### src/rtl/apb_rst_seq_if.sv
// rtl/apb_rst_seq_if.sv - APB register bus bundle for the reset sequencer
//
// Purpose: groups the APB select/enable/write/address/data signals so the
//          sequencer and its bus master connect through one port.
// Signals:
//   psel, penable, pwrite  APB control, master -> slave
//   paddr   [A_WIDTH-1:0]  APB address, master -> slave
//   pwdata  [D_WIDTH-1:0]  APB write data, master -> slave
//   prdata  [D_WIDTH-1:0]  APB read data, slave -> master
// Modports: master (bus driver), slave (register block).
interface apb_rst_seq_if #(
  parameter int A_WIDTH = 32,
  parameter int D_WIDTH = 32
);
  logic               psel;
  logic               penable;
  logic               pwrite;
  logic [A_WIDTH-1:0] paddr;
  logic [D_WIDTH-1:0] pwdata;
  logic [D_WIDTH-1:0] prdata;

  modport master (
    output psel,
    output penable,
    output pwrite,
    output paddr,
    output pwdata,
    input  prdata
  );

  modport slave (
    input  psel,
    input  penable,
    input  pwrite,
    input  paddr,
    input  pwdata,
    output prdata
  );
endinterface

### src/rtl/apb_rst_seq.sv
// rtl/apb_rst_seq.sv - APB-programmable sequenced release of domain resets
//
// Purpose: synchronises the PMU request sys_rst_n into pclk, then releases
//          N_DOM domain resets one at a time in ascending index order with
//          a programmable gap; re-asserts them all together when sys_rst_n
//          drops. Status and a completed-sequence counter are readable over APB.
// Ports:
//   pclk        APB/system clock
//   presetn     asynchronous active-low reset
//   apb         apb_rst_seq_if.slave register bus (prdata registered)
//   sys_rst_n   PMU reset request, asynchronous to pclk, active-low
//   dom_rst_n   [N_DOM-1:0] registered active-low domain resets
// Registers (paddr[7:0]):
//   0x00 DELAY  [15:0] RW   0x04 STATUS RO   0x08 SEQCNT RO   0x0C CLR WO
//   0x10 MASK   [N_DOM-1:0] RW, present only with APB_RST_SEQ_MASK_EN defined
// Optional feature macro: APB_RST_SEQ_MASK_EN
module apb_rst_seq #(
  parameter int A_WIDTH = 32,
  parameter int D_WIDTH = 32,
  parameter int N_DOM   = 4,
  parameter int DLY_RST = 16
) (
  input  logic             pclk,
  input  logic             presetn,
  apb_rst_seq_if.slave     apb,
  input  logic             sys_rst_n,
  output logic [N_DOM-1:0] dom_rst_n
);

  typedef enum logic [1:0] {
    ST_HOLD = 2'd0,
    ST_WAIT = 2'd1,
    ST_DONE = 2'd2
  } state_t;

  localparam int              IDX_W    = (N_DOM > 1) ? $clog2(N_DOM) : 1;
  localparam logic [IDX_W-1:0] IDX_LAST = IDX_W'(N_DOM - 1);

  localparam logic [7:0] A_DELAY  = 8'h00;
  localparam logic [7:0] A_STATUS = 8'h04;
  localparam logic [7:0] A_SEQCNT = 8'h08;
  localparam logic [7:0] A_CLR    = 8'h0C;
`ifdef APB_RST_SEQ_MASK_EN
  localparam logic [7:0] A_MASK   = 8'h10;
`endif

  // Two-flop synchroniser; both stages reset low so domains stay held.
  logic sync_q1;
  logic sync_n;

  always_ff @(posedge pclk or negedge presetn) begin
    if (!presetn) begin
      sync_q1 <= 1'b0;
      sync_n  <= 1'b0;
    end else begin
      sync_q1 <= sys_rst_n;
      sync_n  <= sync_q1;
    end
  end

  logic [7:0] addr;
  logic       wr_en;
  logic       rd_en;
  logic       clr_en;

  assign addr   = apb.paddr[7:0];
  assign wr_en  = apb.psel & apb.penable & apb.pwrite;
  assign rd_en  = apb.psel & ~apb.penable & ~apb.pwrite;
  assign clr_en = wr_en && (addr == A_CLR) && apb.pwdata[0];

  logic        unused_bits;
  assign unused_bits = ^{apb.paddr[A_WIDTH-1:8], apb.pwdata[D_WIDTH-1:16]};

  // DELAY register
  logic [15:0] delay_q;
  logic [15:0] gap_m1;

  always_ff @(posedge pclk or negedge presetn) begin
    if (!presetn) begin
      delay_q <= 16'(DLY_RST);
    end else if (wr_en && (addr == A_DELAY)) begin
      delay_q <= apb.pwdata[15:0];
    end
  end

  // Reload value for the gap counter: max(DELAY,1) - 1.
  assign gap_m1 = (delay_q == 16'd0) ? 16'd0 : (delay_q - 16'd1);

`ifdef APB_RST_SEQ_MASK_EN
  logic [N_DOM-1:0] mask_q;

  always_ff @(posedge pclk or negedge presetn) begin
    if (!presetn) begin
      mask_q <= '0;
    end else if (wr_en && (addr == A_MASK)) begin
      mask_q <= apb.pwdata[N_DOM-1:0];
    end
  end
`endif

  // Sequencer
  state_t           state_q;
  logic [15:0]      cnt_q;
  logic [IDX_W-1:0] idx_q;
  logic [N_DOM-1:0] dom_q;
  logic             release_now;
  logic             seq_done;

  assign release_now = (state_q == ST_WAIT) && (cnt_q == 16'd0);
  // Qualified by sync_n because an abort in the same cycle suppresses completion.
  assign seq_done    = sync_n && release_now && (idx_q == IDX_LAST);

`ifdef APB_RST_SEQ_MASK_EN
  // Domains already released (index below idx) and the one due now; masking
  // is applied on top so a masked slot still spends its full gap.
  logic [N_DOM-1:0] rel_below;
  logic [N_DOM-1:0] rel_now;

  always_comb begin
    rel_below = '0;
    for (int i = 0; i < N_DOM; i++) begin
      rel_below[i] = (i < int'(idx_q));
    end
    rel_now = rel_below | (N_DOM'(1) << idx_q);
  end
`endif

  always_ff @(posedge pclk or negedge presetn) begin
    if (!presetn) begin
      state_q <= ST_HOLD;
      cnt_q   <= 16'd0;
      idx_q   <= '0;
      dom_q   <= '0;
    end else if (!sync_n) begin
      // Abort beats everything, including a release due this cycle.
      state_q <= ST_HOLD;
      cnt_q   <= 16'd0;
      idx_q   <= '0;
      dom_q   <= '0;
    end else begin
      case (state_q)
        ST_HOLD: begin
          dom_q   <= '0;
          cnt_q   <= gap_m1;
          idx_q   <= '0;
          state_q <= ST_WAIT;
        end
        ST_WAIT: begin
          if (cnt_q != 16'd0) begin
            cnt_q <= cnt_q - 16'd1;
`ifdef APB_RST_SEQ_MASK_EN
            dom_q <= rel_below & ~mask_q;
`endif
          end else begin
`ifdef APB_RST_SEQ_MASK_EN
            dom_q <= rel_now & ~mask_q;
`else
            dom_q[idx_q] <= 1'b1;
`endif
            if (idx_q == IDX_LAST) begin
              state_q <= ST_DONE;
            end else begin
              idx_q <= idx_q + 1'b1;
              cnt_q <= gap_m1;
            end
          end
        end
        ST_DONE: begin
`ifdef APB_RST_SEQ_MASK_EN
          dom_q <= ~mask_q;
`else
          dom_q <= '1;
`endif
        end
        default: begin
          state_q <= ST_HOLD;
          cnt_q   <= 16'd0;
          idx_q   <= '0;
          dom_q   <= '0;
        end
      endcase
    end
  end

  assign dom_rst_n = dom_q;

  // SEQCNT: a clear in the completion cycle wins.
  logic [31:0] seqcnt_q;

  always_ff @(posedge pclk or negedge presetn) begin
    if (!presetn) begin
      seqcnt_q <= 32'd0;
    end else if (clr_en) begin
      seqcnt_q <= 32'd0;
    end else if (seq_done) begin
      seqcnt_q <= seqcnt_q + 32'd1;
    end
  end

  // Read path: captured in the setup cycle, held until the next read.
  logic [D_WIDTH-1:0] rd_data;
  logic [D_WIDTH-1:0] prdata_q;

  always_comb begin
    rd_data = '0;
    case (addr)
      A_DELAY:  rd_data[15:0] = delay_q;
      A_STATUS: begin
        rd_data[N_DOM-1:0] = dom_q;
        rd_data[17:16]     = state_q;
        rd_data[24]        = sync_n;
      end
      A_SEQCNT: rd_data[31:0] = seqcnt_q;
`ifdef APB_RST_SEQ_MASK_EN
      A_MASK:   rd_data[N_DOM-1:0] = mask_q;
`endif
      default:  rd_data = '0;
    endcase
  end

  always_ff @(posedge pclk or negedge presetn) begin
    if (!presetn) begin
      prdata_q <= '0;
    end else if (rd_en) begin
      prdata_q <= rd_data;
    end
  end

  assign apb.prdata = prdata_q;

endmodule

### src/flat_wrapper.sv
// flat-port wrapper written by rule: the top's interface ports become plain ports
module apb_rst_seq_flat 
#(
  parameter int A_WIDTH = 32,
  parameter int D_WIDTH = 32,
  parameter int N_DOM   = 4,
  parameter int DLY_RST = 16
)
  (pclk, presetn, sys_rst_n, dom_rst_n, apb_psel, apb_penable, apb_pwrite, apb_paddr, apb_pwdata, apb_prdata);
  apb_rst_seq_if #(.A_WIDTH(A_WIDTH), .D_WIDTH(D_WIDTH)) apb_i ();
  input  logic pclk;
  input  logic presetn;
  input  logic sys_rst_n;
  output logic [N_DOM-1:0] dom_rst_n;
  input wire logic [$bits(apb_i.psel)-1:0] apb_psel;
  input wire logic [$bits(apb_i.penable)-1:0] apb_penable;
  input wire logic [$bits(apb_i.pwrite)-1:0] apb_pwrite;
  input wire logic [$bits(apb_i.paddr)-1:0] apb_paddr;
  input wire logic [$bits(apb_i.pwdata)-1:0] apb_pwdata;
  output wire logic [$bits(apb_i.prdata)-1:0] apb_prdata;
  assign apb_i.psel = apb_psel;
  assign apb_i.penable = apb_penable;
  assign apb_i.pwrite = apb_pwrite;
  assign apb_i.paddr = apb_paddr;
  assign apb_i.pwdata = apb_pwdata;
  assign apb_prdata = apb_i.prdata;
  apb_rst_seq #(.A_WIDTH(A_WIDTH), .D_WIDTH(D_WIDTH), .N_DOM(N_DOM), .DLY_RST(DLY_RST)) u_core (.pclk(pclk), .presetn(presetn), .apb(apb_i), .sys_rst_n(sys_rst_n), .dom_rst_n(dom_rst_n));
endmodule
### config.mk
export PLATFORM = sky130hd
export DESIGN_NAME = apb_rst_seq_flat
export DESIGN_NICKNAME = d
export VERILOG_FILES = /design/src/rtl/apb_rst_seq_if.sv /design/src/rtl/apb_rst_seq.sv /design/src/flat_wrapper.sv
export SDC_FILE = /design/constraint.sdc
export NUM_CORES = 1
export LEC_CHECK = 0
export BUFFER_PORTS_ARGS = -buffer_cell sky130_fd_sc_hd__buf_2
export CORE_UTILIZATION = 25
export DETAILED_ROUTE_END_ITERATION = 10
export MAX_ROUTING_LAYER = met4
export SYNTH_ARGS = -nofsm -noshare
export SYNTH_HDL_FRONTEND = slang
export SYNTH_SLANG_ARGS = --single-unit
### constraint.sdc
create_clock -name pclk -period 5.6 [get_ports pclk]
set_input_delay 0.56 -clock pclk [delete_from_list [all_inputs] [get_ports pclk]]
set_output_delay 0.56 -clock pclk [all_outputs]
set_load 0.02 [all_outputs]
# Word level (Yosys, flattened, before mapping)
# Index checks and enable logic that the tools add are counted.
[word_totals]
reg_bits = 106
latch_bits = 0
mem_bits_rw = 0
rom_bits = 0
in_bits = 70
out_inout_bits = 36
elab_cells = 75
n_memories = 0
[op_classes]
addsub = 4
n_mul = 0
div_mod_pow = 0
n_lt_le_gt_ge = 2
n_eq_ne = 11
n_shift = 0
muxes = 26
bitwise_logic = 7
n_reduce_logical = 16
[ops]
columns = ["operator", "count"]
rows = [
  ["16-bit 2-to-1 mux", 4],
  ["32-bit 2-to-1 mux", 2],
  ["16-bit one-hot mux with 3 select lines", 1],
  ["32-bit by 1-bit adder with 32-bit output (second input constant)", 1],
  ["16-bit zero test", 2],
  ["16-bit by 1-bit subtractor with 16-bit output (second input constant)", 2],
  ["12-bit one-hot mux with 2 select lines", 1],
  ["8-bit by 4-bit == test with 1-bit output (second input constant)", 2],
  ["16-bit nonzero test", 1],
  ["2-bit 2-to-1 mux", 6],
  ["4-bit one-hot mux with 3 select lines", 1],
  ["3-bit inequality test (second input constant)", 3],
  ["8-bit by 3-bit == test with 1-bit output (second input constant)", 1],
  ["8-bit zero test", 1],
  ["4-bit 2-to-1 mux", 2],
  ["2-bit one-hot mux with 2 select lines", 2],
  ["4-bit one-hot mux with 2 select lines", 1],
  ["1-bit logical AND", 7],
  ["7-bit 2-to-1 mux", 1],
  ["6-bit 2-to-1 mux", 1],
  ["2-bit one-hot mux with 3 select lines", 1],
  ["3-bit AND reduction", 2],
  ["1-bit bitwise AND", 4],
  ["2-bit == test (second input constant)", 2],
  ["14 further kinds", 15],
]

# Depth between registers and ports, before layout
# Gate-level depths: netlist of the first run.
[depth]
word_depth = 8
ltp_mapped = 9
depth_no_buf = 7

# Worst setup path after synthesis of the first run
# Ideal clock, no wire load.
[synth_timing]
kind = "reg2reg"
from = "reg u_core.cnt_q[0]"
to = "reg u_core.seqcnt_q[28]"
setup_time_ps = 78
arrival_time_ps = 2109
t_required_ps = 5522
setup_slack_ps = 3413
path_stages_with_launch = 10
path_buffers = 2
period_less_slack_ps = 2187
path_cell_list = "dfrtp_1 > inv_1 > ha_1 > nor3b_1 > and3_1 > buf_4 > nand4_2 > buf_6 > or4_1 > a21oi_1"
[synth_via]
elab_chain_len = 5
[synth_lines]
columns = ["item", "line", "rtl"]
rows = [
  ["start: declaration", "apb_rst_seq.sv:103", "logic [15:0] cnt_q;"],
  ["start signal: assignment", "apb_rst_seq.sv:144", "cnt_q <= gap_m1;"],
  ["start signal: assignment", "apb_rst_seq.sv:150", "cnt_q <= cnt_q - 16'd1;"],
  ["start signal: assignment", "apb_rst_seq.sv:164", "cnt_q <= gap_m1;"],
  ["16-bit zero test", "apb_rst_seq.sv:109", "assign release_now = (state_q == ST_WAIT) && (cnt_q == 16'd0);"],
  ["1-bit logical AND", "apb_rst_seq.sv:109", ""],
  ["1-bit logical AND (2 in series)", "apb_rst_seq.sv:111", "assign seq_done = sync_n && release_now && (idx_q == IDX_LAST);"],
  ["2-bit nonzero test (no line)", "--", ""],
  ["end signal: assignment", "apb_rst_seq.sv:196", "seqcnt_q <= seqcnt_q + 32'd1;"],
  ["end: declaration", "apb_rst_seq.sv:188", "logic [31:0] seqcnt_q;"],
]
# Every way passes these cells.
# A chain may end at the register's enable or synchronous reset.

# Final worst setup path of the first run
[layout_timing]
from = "reg u_core.state_q[1]"
to = "reg u_core.cnt_q[5]"
[layout_via]
elab_chain_len = 3
word_cells_on_any_way = 8
classes_between = "eq/ne: 4; mux: 2; reduce/logical: 2"
[layout_lines]
columns = ["item", "line", "rtl"]
rows = [
  ["start: declaration", "apb_rst_seq.sv:102", "state_t state_q;"],
  ["start signal: assignment", "apb_rst_seq.sv:130", "state_q <= ST_HOLD;"],
  ["start signal: assignment", "apb_rst_seq.sv:136", "state_q <= ST_HOLD;"],
  ["start signal: assignment", "apb_rst_seq.sv:146", "state_q <= ST_WAIT;"],
  ["2-bit == test (tied with other cells)", "apb_rst_seq.sv:141", "case (state_q)"],
  ["16-bit one-hot mux with 3 select lines (tied with other cells)", "apb_rst_seq.sv:141", ""],
  ["16-bit 2-to-1 mux / 2-bit AND reduction (equally long branches)", "--", ""],
]
# Several ways; a longest one is shown, not always the timed one.

==> impl_metrics.toml, run 1 <==
[run_status]
status = "finished, final reports clean"

[sta]
drv_slew = 0
fmax_ghz = 0.320
holdWs_ps = 273
tightest_slew_ps = 1120
fin_skew_ps = 14.9
rsz0062_at_grt = "no"
period_minus_slack_ps = 3120
worst_slack_ps = 2480
hold_viol = 0
slew_headroom_pct = 24.8
fin_tns_setup_ps = 0
post-route-period-util_pct = 55.8
finalSetupViolCount = 0

[synthesis]
ys_ff_latch = 106
synthCells = 633
syn_area_per_cell_um2 = 9.29
synthXorXnorAreaFrac_pct = 3.13
synth_warnings = 0
ys.flop_type = "dfrtp_1"
synth_adder_area_share_pct = 2.55
synth.area.mux_share_pct = 4.51
syn_nets = 715
synth_cell_type_count = 59
ys_seq_area_share_pct = 45.1
synth_largest_area_cell = "dfrtp_1"
syn_area_um2 = 5880
synth-simple-area-share_pct = 25.4
synth_edf_count = 0
yosys-top-cells-area = "dfrtp_1, a21oi_1, mux2_2"
async_flop_share_pct = 100
synth_top_family_by_area = "simple AND/OR/NAND/NOR gates"
synth.top_cell.area_share_pct = 44.7
synth-compound-area-share_pct = 15.6

[cts]
cts_sinks = 106
cts-resized-gates = 0
clk_pin_slew_ps = 80
cts_max_level = 3
cts_inserted_buffers = 9
cts_tree = "yes"
clock_latency_ps = 370
postCtsSetupBuffers = 0
cts_hold_buf = 0
ctsRootBufferMaster = "clkbuf_16"
clk_path_buf_depth = 2

[pwr]
p_per_area_nw_per_um2 = 333
p_clk_share_pct = 30.4
combPwrFrac_pct = 29.9
p_leak_nw = 2.96
totalPowerFinal_mw = 2.28
p_int_mw = 1.45
vdd_drop_max_uv = 132
p_sw_uw = 836
p_sw_share_pct = 36.6
p_seq_share_pct = 39.7

[floorplanning]
start_util_pct = 25.7
die_height_um = 155
coreArea_um2 = 22800
io_pins = 106
die-area_um2 = 24100
die_w_um = 155
num_rows = 55

[worst_setup_path]
crit_type = "flop to flop"
critPathTopFamily = "compound AO/OA/AOI/OAI gates"
crit_path_start_kind = "flop"
crit_slowest_cell = "o21ai_1"
cp_max_fo = 16
path_buf_inv = 1
critPathArrivalTime_ps = 3390
endpoint_kind = "flop"
max_stage_delay_ps = 920
cp.required_ps = 5870
worstPathCellList = "inv_1 > ha_1 > and3_1 > nand2_1 > o21ai_1 > o21ai_0 > o221ai_1"

[global_routing]
grtUsageTotal_pct = 14.3
grt_max_degree = 62
grt-ovfl-total = 0
grt_pass1_vias = 4865
antenna_found_initial = 0
grt_pass1_wl_mm = 26.6

[cells_and_area]
drive_gt1_share_pct = 18.0
num-fill-cells = 2454
final_core_util_pct = 30.0
antennaDiodeCount = 0
finalNetCount = 767
syn_to_final_growth_pct = 16.4
final_cell_mix = "dfrtp_1, buf_2, nand2_1, nor2_1, a21oi_1"
mostFrequentLayoutCell = "dfrtp_1"

[route]
first_pass_iters = 5
drc_errors = 0
vias = 5126
ant_nets = 0
via_per_inst = 5.11
drt_iter0_markers = 403
avgRoutedWirePerCell_um = 16.2
drt-total-wl_mm = 16.2

[placed_design]
place_congestion = 0.902
hpwl_mm = 11.4
post-place-ws_ps = 2610
port_buffers = 65

[job]
max_cap_violations = 0

[hold_path]
hold_path.class = "primary input to asynchronous set/reset pin"
## cell families after synthesis
logic type	after synthesis
buffers and inverters	51
adders and majority gates	12
xor gates and xnor gates	21
and+or+nand+nor	277
DFF	106
muxes	24
AOI/OAI and AO/OA	142
## flip-flops by register name (all words and copies together), names as in the netlist
signal / cells
u_core.cnt_q: 16
u_core.apb.prdata: 32
u_core.sync_q1: 1
u_core.sync_n: 1
u_core.delay_q: 16
u_core.dom_rst_n: 4
u_core.state_q: 2
u_core.seqcnt_q: 32
u_core.idx_q: 2
## synth_stat cells, types with 3 or more instances
master	n
dfrtp_1	105
nand2_1	60
nor2_1	60
a21oi_1	49
nand3_1	32
nand4_1	29
o21ai_0	24
clkbuf_1	21
mux2_2	20
or4_1	20
inv_1	19
o31ai_1	19
xnor2_1	17
a221oi_1	16
nor3_1	14
ha_1	12
nor4_1	10
or3_1	10
buf_2	7
and3_1	6
a31oi_1	5
nor2b_1	5
and2_1	4
and4_1	4
mux2i_1	4
xor2_1	4
a22o_1	3
a22oi_1	3
nand2b_1	3
nand4_2	3
nand4b_1	3
nor3_2	3
o221ai_1	3
## final cells by class
cell class / count / area, um2 / share of cell area [%]
Inverter: 20 / 75.1 / 1.10
Tap cell: 313 / 392 / 5.72
Clock buffer: 10 / 239 / 3.49
Multi-Input combinational cell: 476 / 3030 / 44.2
Clock inverter: 6 / 78.8 / 1.15
Sequential cell: 106 / 2650 / 38.8
Timing Repair Buffer: 72 / 380 / 5.56
## stage by stage
stage                     instances  instance area (um2)
after global placement          987                 6530
after detailed placement        987                 6530
after floorplan                 633                 5880
after CTS                      1003                 6850
final                          1003                 6850
after global routing           1003                 6850
## metal layers
metal / wire, um / global-route usage (%) / vias up
met5: 0 / - / -
met1: 8260 / 20.1 / 2515
met4: 166 / 3.78 / 0
li1: - / - / 2469
met2: 7010 / 20.9 / 132
met3: 794 / 2.67 / 10
## final timing paths
path / slack (ps) / cells past startpoint / to / startpoint
min in group pclk: 300 / 1 / u_core.sync_q1 / sys_rst_n
worst max register to register: 2480 / 7 / u_core.cnt_q[5] / u_core.state_q[1]
worst min-delay path: 270 / 1 / u_core.sync_q1 / presetn
worst min register to register: 380 / 0 / u_core.sync_n / u_core.sync_q1
worst max-delay path: 2480 / 7 / u_core.cnt_q[5] / u_core.state_q[1]
max in group asynchronous: 4180 / 2 / u_core.delay_q[8] / presetn
## power groups by stage
stage	Sequential, mW	Combinational (mW)	Clock [mW]
3_3_place_gp	0.917	0.664	0
2_1_floorplan	0.921	0.482	0
3_5_place_dp	0.918	0.670	0
6_report	0.906	0.682	0.694
4_1_cts	0.904	0.674	0.711
5_1_grt	0.916	0.753	0.740
No activity file was read; power rests on OpenSTA's default activity.
==> run 2, diff against run 1 <==
==> constraint.sdc (replaced) <==
create_clock -name pclk -period 3.3 [get_ports pclk]
set_input_delay 0.33 -clock pclk [delete_from_list [all_inputs] [get_ports pclk]]
set_output_delay 0.33 -clock pclk [all_outputs]
set_load 0.02 [all_outputs]
==> impl_metrics.toml, run 2 (synthesis results as in run 1) <==
[run_status]
status = "finished, final reports clean"

[route]
drt_iter0_markers = 456
vias = 5135
via_per_inst = 5.05
drc_errors = 0
avgRoutedWirePerCell_um = 15.6
drt-total-wl_mm = 15.9
ant_nets = 0
first_pass_iters = 5

[worst_setup_path]
endpoint_kind = "flop"
r2r_cells = 8
cp_max_fo = 11
reg2reg_slack_ps = 630
worstSetupStartpoint = "u_core.cnt_q[0]"
cp.required_ps = 3600
reg2reg_from = "u_core.cnt_q[0]"
worstSetupEndpoint = "u_core.seqcnt_q[28]"
crit_path_start_kind = "flop"
reg2reg_to = "u_core.seqcnt_q[28]"
crit_type = "flop to flop"
critPathArrivalTime_ps = 2970

[cts]
cts_tree = "yes"
clk_pin_slew_ps = 90
cts-resized-gates = 0
clk_path_buf_depth = 2
cts_inserted_buffers = 9
cts_hold_buf = 0
cts_max_level = 3
postCtsSetupBuffers = 0
cts_sinks = 106
ctsRootBufferMaster = "clkbuf_16"
clock_latency_ps = 370

[pwr]
p_leak_nw = 3.02
combPwrFrac_pct = 31.1
p_sw_mw = 1.44
p_seq_share_pct = 39.7
p_int_mw = 2.42
p_clk_share_pct = 29.2
p_per_area_nw_per_um2 = 556
p_sw_share_pct = 37.4
vdd_drop_max_uv = 284

[sta]
fin_skew_ps = 16.6
period_minus_slack_ps = 2670
rsz0062_at_grt = "no"
slew_headroom_pct = 21.9
finalSetupViolCount = 0
holdWs_ps = 33.7
fin_tns_setup_ps = 0
drv_slew = 0
hold_viol = 0
fmax_ghz = 0.374
post-route-period-util_pct = 80.9
tightest_slew_ps = 1170

[global_routing]
grt_max_degree = 59
grtUsageTotal_pct = 14.1
grt-ovfl-total = 0
antenna_found_initial = 0
grt_pass1_wl_mm = 26.1
grt_pass1_vias = 4758

[floorplanning]
die-area_um2 = 24100
num_rows = 55
coreArea_um2 = 22800
die_height_um = 155
die_w_um = 155
start_util_pct = 25.7
io_pins = 106

[cells_and_area]
finalNetCount = 780
antennaDiodeCount = 0
syn_to_final_growth_pct = 18.0
mostFrequentLayoutCell = "dfrtp_1"
drive_gt1_share_pct = 19.5
final_cell_mix = "dfrtp_1, buf_2, nand2_1, nor2_1, a21oi_1"

[placed_design]
hpwl_mm = 11.5
port_buffers = 65
place_congestion = 0.918

[job]
max_cap_violations = 0

[hold_path]
hold_path.class = "primary input to asynchronous set/reset pin"
## run 2: changes by cell type in the layout (fill, tap and decap cells not counted), sizes merged
| cell | delta |
|---|---|
| buf | +13 |
| clkinv | +2 |
| bufinv | -1 |
| clkbuf | -1 |
## run 2: through the flow
stage	std cells	instance area [um2]	worst slack, ps	util, %	power, mW
2_1_floorplan	633	5880	1110	-	2.38
3_3_place_gp	1000	6630	733	29.0	2.73
3_5_place_dp	1000	6630	661	29.0	2.74
4_1_cts	1016	6940	638	30.4	3.88
5_1_grt	1016	6940	417	30.4	4.09
6_report	1016	6940	629	30.4	3.86
## run 2: final cells by class
class | instances | area (um2)
fillers | 2476 | 15900
multi-input cells | 476 | 3020
flip-flops and latches | 106 | 2650
repair buffers | 85 | 490
well taps | 313 | 392
clock buffers | 9 | 225
clock inverters | 7 | 83.8
inverters | 20 | 75.1
## run 2: power by group through the flow
stage / clock (mW) / sequential [mW] / combinational (mW)
2_1_floorplan: 0 / 1.56 / 0.818
3_3_place_gp: 0 / 1.55 / 1.18
3_5_place_dp: 0 / 1.55 / 1.19
4_1_cts: 1.15 / 1.53 / 1.19
5_1_grt: 1.21 / 1.55 / 1.33
6_report: 1.13 / 1.53 / 1.20
## run 2: worst min path at each step
stage                        start                    to  slack, ps  cells past startpoint
CTS                      sys_rst_n        u_core.sync_q1         60                      1
finish                     presetn        u_core.sync_q1         30                      1
global route             sys_rst_n        u_core.sync_q1         60                      1
global placement    u_core.sync_q1         u_core.sync_n        340                      0
detailed placement  u_core.sync_q1         u_core.sync_n        340                      0
floorplan                  presetn  u_core.apb.prdata[0]         30                      0
## run 2: critical path: stages, from the launching register on
cell,delay (ps)
dfrtp_1,440
inv_1,130
ha_1,170
nor3b_1,380
and3_1,280
buf_4,180
nand4_2,290
or4_1,590
a21oi_1,150
## run 2: layer usage
| metal | wire (um) | global-route usage (%) | vias to the layer above |
|---|---|---|---|
| met1 | 8080 | 20.3 | 2480 |
| li1 | - | - | 2493 |
| met5 | 0 | - | - |
| met2 | 6830 | 20.5 | 153 |
| met3 | 859 | 2.23 | 9 |
| met4 | 118 | 3.31 | 0 |
